--- config.mk ---
export PLATFORM = sky130hd
export DESIGN_NAME = run_dump_monitor
export DESIGN_NICKNAME = d
export VERILOG_FILES = /design/src/rtl/run_dump_monitor.sv
export SDC_FILE = /design/constraint.sdc
export NUM_CORES = 1
export LEC_CHECK = 0
export ABC_AREA = 1
export BUFFER_PORTS_ARGS = -buffer_cell sky130_fd_sc_hd__buf_2
export CORE_UTILIZATION = 44
export CTS_BUF_LIST = sky130_fd_sc_hd__clkbuf_4 sky130_fd_sc_hd__clkbuf_8 sky130_fd_sc_hd__clkbuf_16
export CTS_CLUSTER_DIAMETER = 60
export DETAILED_ROUTE_END_ITERATION = 6
export PLACE_DENSITY = 0.8
export SLEW_MARGIN = 20
export SYNTH_ARGS = -nofsm -noshare
export SYNTH_HDL_FRONTEND = slang
export SYNTH_SLANG_ARGS = --single-unit
--- constraint.sdc ---
create_clock -name clk -period 1.65 [get_ports clk]
set_input_delay 0.33 -clock clk [delete_from_list [all_inputs] [get_ports clk]]
set_output_delay 0.33 -clock clk [all_outputs]
set_load 0.005 [all_outputs]
--- src/rtl/run_dump_monitor.sv ---
// Purpose: end-of-run monitor; gates the machine, detects halt, streams regfile + memory window out.
// Latency: run_en drops the cycle after the halt edge; dump records are loaded one per cycle from the next edge on.
// Backpressure: single output slot held stable while dump_valid && !dump_ready; dump records never dropped.
//
// Ports:
//   clk, reset          rising-edge clock, async active-low reset
//   pc, inst, inst_valid machine fetch observation
//   run_en              machine clock-enable (registered), 1 only in RUN
//   rf_raddr/rf_rdata   combinational register-file read port
//   mem_raddr/mem_rdata combinational data-memory read port (word index)
//   dump_*              valid/ready record stream {kind, index, data}
//   halt_cause          0 running, 1 zero instruction, 2 timeout
//   cycle_count         saturating RUN-cycle counter
//   trace_drop, done    sticky status flags
//
// Optional build macro RUN_DUMP_PC_TRACE_EN: emits a kind-0 PC trace record
// each valid RUN cycle through the same slot; records that find the slot
// busy are discarded and flagged on trace_drop.
module run_dump_monitor #(
    parameter int          NUM_REGS   = 32,
    parameter logic [31:0] MEM_BASE   = 32'h4000,
    parameter int          MEM_WORDS  = 4,
    parameter int          MAX_CYCLES = 640
) (
    input  logic        clk,
    input  logic        reset,
    input  logic [31:0] pc,
    input  logic [31:0] inst,
    input  logic        inst_valid,
    output logic        run_en,
    output logic [7:0]  rf_raddr,
    input  logic [31:0] rf_rdata,
    output logic [31:0] mem_raddr,
    input  logic [31:0] mem_rdata,
    output logic        dump_valid,
    input  logic        dump_ready,
    output logic [1:0]  dump_kind,
    output logic [15:0] dump_index,
    output logic [31:0] dump_data,
    output logic [1:0]  halt_cause,
    output logic [31:0] cycle_count,
    output logic        trace_drop,
    output logic        done
);

    typedef enum logic [1:0] {
        ST_RUN      = 2'd0,
        ST_DUMP_REG = 2'd1,
        ST_DUMP_MEM = 2'd2,
        ST_DONE     = 2'd3
    } state_t;

    localparam logic [1:0]  KIND_PC    = 2'd0;
    localparam logic [1:0]  KIND_REG   = 2'd1;
    localparam logic [1:0]  KIND_MEM   = 2'd2;
    localparam logic [1:0]  HC_ZERO    = 2'd1;
    localparam logic [1:0]  HC_TIMEOUT = 2'd2;
    localparam logic [15:0] REG_LAST   = 16'(NUM_REGS - 1);
    localparam logic [15:0] MEM_LAST   = 16'(MEM_WORDS - 1);
    localparam logic [31:0] CYC_LAST   = 32'(MAX_CYCLES - 1);

    state_t      state;
    logic [15:0] idx;
    logic        slot_free;
    logic        xfer;
    logic        zero_inst;
    logic        timeout;

    // The slot may take a new record when empty or when its current record
    // leaves on this same edge.
    assign slot_free = !dump_valid || dump_ready;
    assign xfer      = dump_valid && dump_ready;
    assign zero_inst = inst_valid && (inst == 32'h0);
    assign timeout   = (cycle_count == CYC_LAST);

    always_comb begin
        rf_raddr  = 8'h0;
        mem_raddr = 32'h0;
        if (state == ST_DUMP_REG) begin
            rf_raddr = idx[7:0];
        end
        if (state == ST_DUMP_MEM) begin
            mem_raddr = MEM_BASE + {16'h0, idx};
        end
    end

`ifndef RUN_DUMP_PC_TRACE_EN
    // pc only feeds the trace record; keep it visibly consumed.
    logic unused_pc;
    assign unused_pc  = ^pc;
    assign trace_drop = 1'b0;
`endif

    always_ff @(posedge clk or negedge reset) begin
        if (!reset) begin
            state       <= ST_RUN;
            idx         <= 16'h0;
            run_en      <= 1'b1;
            dump_valid  <= 1'b0;
            dump_kind   <= 2'd0;
            dump_index  <= 16'h0;
            dump_data   <= 32'h0;
            halt_cause  <= 2'd0;
            cycle_count <= 32'h0;
            done        <= 1'b0;
`ifdef RUN_DUMP_PC_TRACE_EN
            trace_drop  <= 1'b0;
`endif
        end else begin
            case (state)
                ST_RUN: begin
                    if (cycle_count != 32'hFFFF_FFFF) begin
                        cycle_count <= cycle_count + 32'd1;
                    end
`ifdef RUN_DUMP_PC_TRACE_EN
                    if (inst_valid) begin
                        if (slot_free) begin
                            dump_valid <= 1'b1;
                            dump_kind  <= KIND_PC;
                            dump_index <= cycle_count[15:0];
                            dump_data  <= pc;
                        end else begin
                            trace_drop <= 1'b1;
                        end
                    end else if (xfer) begin
                        dump_valid <= 1'b0;
                    end
`endif
                    // Zero instruction wins when both conditions coincide.
                    if (zero_inst || timeout) begin
                        state      <= ST_DUMP_REG;
                        run_en     <= 1'b0;
                        idx        <= 16'h0;
                        halt_cause <= zero_inst ? HC_ZERO : HC_TIMEOUT;
                    end
                end

                ST_DUMP_REG: begin
                    // A pending trace record keeps slot_free low until it
                    // leaves, so register records cannot overtake it.
                    if (slot_free) begin
                        dump_valid <= 1'b1;
                        dump_kind  <= KIND_REG;
                        dump_index <= idx;
                        dump_data  <= rf_rdata;
                        if (idx == REG_LAST) begin
                            idx   <= 16'h0;
                            state <= (MEM_WORDS == 0) ? ST_DONE : ST_DUMP_MEM;
                        end else begin
                            idx <= idx + 16'd1;
                        end
                    end
                end

                ST_DUMP_MEM: begin
                    if (slot_free) begin
                        dump_valid <= 1'b1;
                        dump_kind  <= KIND_MEM;
                        dump_index <= idx;
                        dump_data  <= mem_rdata;
                        if (idx == MEM_LAST) begin
                            idx   <= 16'h0;
                            state <= ST_DONE;
                        end else begin
                            idx <= idx + 16'd1;
                        end
                    end
                end

                ST_DONE: begin
                    // DONE is entered with the final record still in the slot.
                    if (xfer) begin
                        dump_valid <= 1'b0;
                        done       <= 1'b1;
                    end
                end

                default: begin
                    state <= ST_RUN;
                end
            endcase
        end
    end

endmodule

Word level (Yosys, flattened, before mapping)
Cells that the tools add are included.
{"block": "totals", "regBits": 105, "in_bits": 132, "word_cells": 70}
{"block": "classes", "add_sub_neg": 3, "n_eq_ne": 14, "muxes": 24, "reduce_logical": 19}
{"operator": "$mux 16", "count": 5}
{"operator": "$mux 32", "count": 2}
{"operator": "$pmux 32 s2", "count": 1}
{"operator": "$pmux 16 s3", "count": 1}
{"operator": "$add 32x1->32 const B", "count": 1}
{"operator": "$eq 32x10->1 const B", "count": 1}
{"operator": "$logic_not 32->1", "count": 1}
{"operator": "$ne 32x32->1 const B", "count": 1}
{"operator": "$add 15x16->17 const A", "count": 1}
{"operator": "$mux 17", "count": 1}
{"operator": "$add 16x1->16 const B", "count": 1}
{"operator": "$eq 16x2->1 const B", "count": 1}
{"operator": "$eq 16x5->1 const B", "count": 1}
{"operator": "$mux 2", "count": 8}
{"operator": "$mux 8", "count": 1}
{"operator": "$ne 2x2->1 const B", "count": 4}
{"operator": "$reduce_and 2->1", "count": 4}
{"operator": "$ne 2x1->1 const B", "count": 3}
{"operator": "$pmux 2 s3", "count": 1}
{"operator": "$reduce_and 3->1", "count": 2}
{"operator": "$reduce_and 6->1", "count": 1}
{"operator": "$eq 2x2->1 const B", "count": 2}
{"operator": "$pmux 2 s2", "count": 1}
{"operator": "$reduce_and 4->1", "count": 1}
{"operator": "other kinds (10)", "count": 14}

Longest topological paths before layout
{"block": "depth", "word_depth": 5, "mapped_depth": 12, "ltp_nobuf": 11}

Worst setup path after synthesis
Ideal clock, no wire load.
{"block": "synth_timing", "path_type": "register -> output", "start": "register state[0]", "end": "output port mem_raddr[10]", "arrival_time_ns": 1.418, "t_required_ns": 1.320, "slack_ns": -0.098, "stages_incl_launch_ff": 7, "n_path_buf": 2, "cell_sequence": "dfrtp_1 > inv_1 > ha_1 > clkbuf_1 > buf_1 > nand2_1 > inv_1"}
{"block": "synth_between", "elab_chain_cells": 2}
{"item": "start, declared", "line": "62", "text": "state_t state;"}
{"item": "start signal, assigned", "line": "148", "text": "state <= (MEM_WORDS == 0) ? ST_DONE : ST_DUMP_MEM;"}
{"item": "$eq 2x2->1", "line": "82", "text": "if (state == ST_DUMP_MEM) begin"}
{"item": "$mux 17", "line": "82"}
{"item": "end, declared", "line": "33", "text": "output logic [31:0] mem_raddr,"}
No other way between the ends.

Worst setup path after layout
{"block": "layout_timing", "start": "register state[0]", "end": "output port mem_raddr[14]"}
The elaborated chain is that of the path after synthesis.

==> run_results.csv <==
group,metric,value,unit
outcome,status,"finished, violations left",
outcome,violations,"setup timing",
sta,relSlewSlack,61.1,%
floorplanning,num_io_pins,260,
floorplanning,coreArea,13900,um^2
yosys,yosysTopAreaCell,"dfrtp_1",
grt,grt-ovfl-total,0,
clock_network,clock_sinks,105,
power_and_ir_drop,combPwrFrac,55.4,%
yosys,synth_area_per_cell,7.15,um^2
flow_run,maxCapViolCount,0,
setup_path,crit_end,"mem_raddr[14]",
sta,fin_crit,1.80,ns
layout,final_cell_mix,"224 x nand2_1, 210 x buf_2, 110 x buf_4, 98 x dfrtp_1, 97 x nand3_1",
layout,diodes,0,
layout,final_core_util,68.6,%
clock_network,path_clk_slew,0.07,ns
yosys,yosys-top-cells-area,"dfrtp_1 41%, nand2_1 15%, nand3_1 11%",
grt,grt_start_max_net_pins,62,
sta,skew,0.00922,ns
clock_network,cts-root-buf,"clkbuf_16",
yosys,syn-cell-area,6300,um^2
floorplanning,die_y,122,um
placed_design,dp_hpwl,14.0,mm
placed_design,place_ws,-0.0867,ns
clock_network,htreeDepth,3,
power_and_ir_drop,p_switching,5260,uW
setup_path,reg2reg_from,"cycle_count[15]",
route,num_vias,7371,
layout,drive_gt1_share,41.9,%
floorplanning,rows,43,
sta,worst_slew_pin_slew,0.583,ns
setup_path,critical_path_arrival,1.47,ns
placed_design,dp_cells,1335,
setup_path,required,1.32,ns
setup_path,cp-start-kind,"register",
power_and_ir_drop,p_sw_share,41.3,%
setup_path,regToRegSetupSlack,-0.08,ns
layout,fin_nets,1346,
clock_network,cts_buffers,9,
setup_path,endpoint_kind,"output pin",
setup_path,crit_fanout,5,
route,route.detailed.drc,0,
placed_design,portBuffers,211,
power_and_ir_drop,clkPwrFrac,16.6,%
sta,finalHoldViolations,0,
yosys,synthCells,881,
layout,multiInputGateArea,3620,um^2
power_and_ir_drop,leakage,0.00524,uW
yosys,synth.distinct_cells,38,
clock_network,cts_tree,"done",
route,viasPerCell,5.31,
layout,final_cells,1387,
route,drt_iter0_drc,641,
grt,grtUsageTotal,26.4,%
yosys,yosysWarnings,0,
floorplanning,die_area,14800,um^2
yosys,synth-seq-area-share,41.7,%
setup_path,crit_start,"state[0]",
layout,final_common_cell,"nand2_1",
sta,max_freq,555,MHz
power_and_ir_drop,vdd_ir_drop_max,0.761,mV
sta,fin_crit_sh,109,%
sta,finalSetupViolations,54,
floorplanning,fp.dieW,122,um
layout,area_delta_synth_final,51.6,%
hold_path,hp-class,"in2reg",
placed_design,finalWeightedCongestion,0.957,
power_and_ir_drop,seq_power_share,28.0,%
power_and_ir_drop,power.internal,7470,uW
sta,rsz0062_at_grt,"true",
yosys,synth_seq_cells,105,
setup_path,rr_endpoint,"cycle_count[23]",
sta,timing.final.max_slew_violations,0,
sta,fin_ws,-0.151,ns
grt,grt_pass1_wl,30.7,mm
layout,n_fill_cell,1032,
clock_network,insertion_delay,0.36,ns
layout,regArea,2640,um^2
clock_network,clock_path_buffers,2,
setup_path,rr_worst_depth,8,
route,wire_per_inst,15.9,um
grt,antenna_found_initial,0,
power_and_ir_drop,power.density,1330,nW/um^2
yosys,synth_top_area_share,41.3,%
route,ant_nets,0,
grt,grt_pass1_vias,6300,
route,firstDrtPassIters,5,
route,routed_wl,22.0,mm
setup_path,crit_type,"reg2out",
floorplanning,initial_core_util,45.2,%
## worst min-delay path by stage
| stage | start | to | depth (start not counted) |
|---|---|---|---|
| 2_1_floorplan | reset | cycle_count[0] | 0 |
| 3_3_place_gp | reset | cycle_count[4] | 2 |
| 3_5_place_dp | reset | halt_cause[1] | 2 |
| 4_1_cts | rf_rdata[14] | dump_data[14] | 3 |
| 5_1_grt | rf_rdata[13] | dump_data[13] | 3 |
| 6_report | rf_rdata[28] | dump_data[28] | 3 |
## synthesized netlist by cell type
cell type / n
dfstp_2: 1
buf_2: 16
a21boi_0: 1
ha_1: 9
a31o_2: 1
o21ai_1: 8
a21oi_2: 2
nand4_1: 16
mux2_2: 2
nor2_2: 3
and2_0: 1
nand2b_4: 1
a21oi_1: 7
dfrtp_1: 104
nand3_1: 141
nor3_1: 10
nand2_4: 1
nand2_2: 2
conb_1: 1
inv_2: 6
clkbuf_2: 1
buf_1: 4
a211oi_1: 1
nand3b_1: 1
nor2_1: 98
o211ai_1: 5
clkbuf_1: 15
o21ai_0: 20
xor2_1: 31
nor3_2: 2
nand2_1: 249
buf_4: 17
xnor2_1: 2
nand3_2: 3
nor2_4: 1
buf_6: 3
nor3b_1: 1
inv_1: 94
## state kept, by name, indices dropped and copies added, names as in the netlist
signal and cells:
idx 16, done 1, dump_kind 2, dump_index 16, run_en 1, state 2, cycle_count 32, dump_data 32
halt_cause 2, dump_valid 1
## kinds of logic after synthesis
kind of cell / after synthesis / share of synthesized area, %
AND/OR/NAND/NOR: 530 / 36.5
buffers and inverters: 156 / 11.0
flip-flops: 105 / 41.7
AO/OA/AOI/OAI: 45 / 4.03
XOR/XNOR: 33 / 4.59
adder cells (fa/ha/maj): 9 / 1.79
multiplexers: 2 / 0.357
other: 1 / 0.0595
## worst max-delay path, stage by stage, from the launching register on
cell and delay, ns:
dfrtp_1 0.40, inv_2 0.09, ha_4 0.22, inv_4 0.05, buf_6 0.11, nor2_2 0.09
buf_2 0.15
## power groups by stage
stage / Sequential, uW / Clock, uW / Combinational (uW)
after floorplan: 3610 / 0 / 2710
after CTS: 3540 / 2130 / 5360
final: 3570 / 2110 / 7050
after global routing: 3610 / 2240 / 7490
after detailed placement: 3550 / 0 / 4880
after global placement: 3540 / 0 / 4790
## area by class of cell
cell class | instances | area share (%)
clock buffers | 9 | 2.36
clock inverters | 4 | 0.498
inverters | 100 | 4.19
multi-input cells | 635 | 37.9
flip-flops and latches | 105 | 27.6
well taps | 180 | 2.36
repair buffers | 354 | 25.1
## stage by stage
stage / hold WS [ns] / total power (uW) / instance area, um^2 / setup TNS (ns)
floorplan: 0.0344 / 6310 / 6370 / 0
global placement: 0.356 / 8330 / 8160 / 0
detailed placement: 0.361 / 8440 / 8160 / -1.49
CTS: 0.203 / 11000 / 8660 / -2.26
global route: 0.212 / 13300 / 9550 / -7.33
finish: 0.205 / 12700 / 9550 / -3.44
## timing repair
item | in CTS | in global routing
pin swaps | 4 | 43
endpoints found under the setup margin | 87 | 113
hold buffers | 1 | 0
resized for setup | 34 | 151
endpoints found under the hold margin | 33 | 0
buffers inserted | 11 | 19
gates cloned | 1 | 7
## metal layers
layer / vias up / track usage [%] / routed length [um]
li1: 3401 / - / -
met1: 3525 / 34.3 / 8630
met2: 363 / 44.2 / 11100
met3: 82 / 2.90 / 1400
met4: 0 / 11.8 / 928
met5: - / 0 / 0
(Power assumes the default switching activity.)
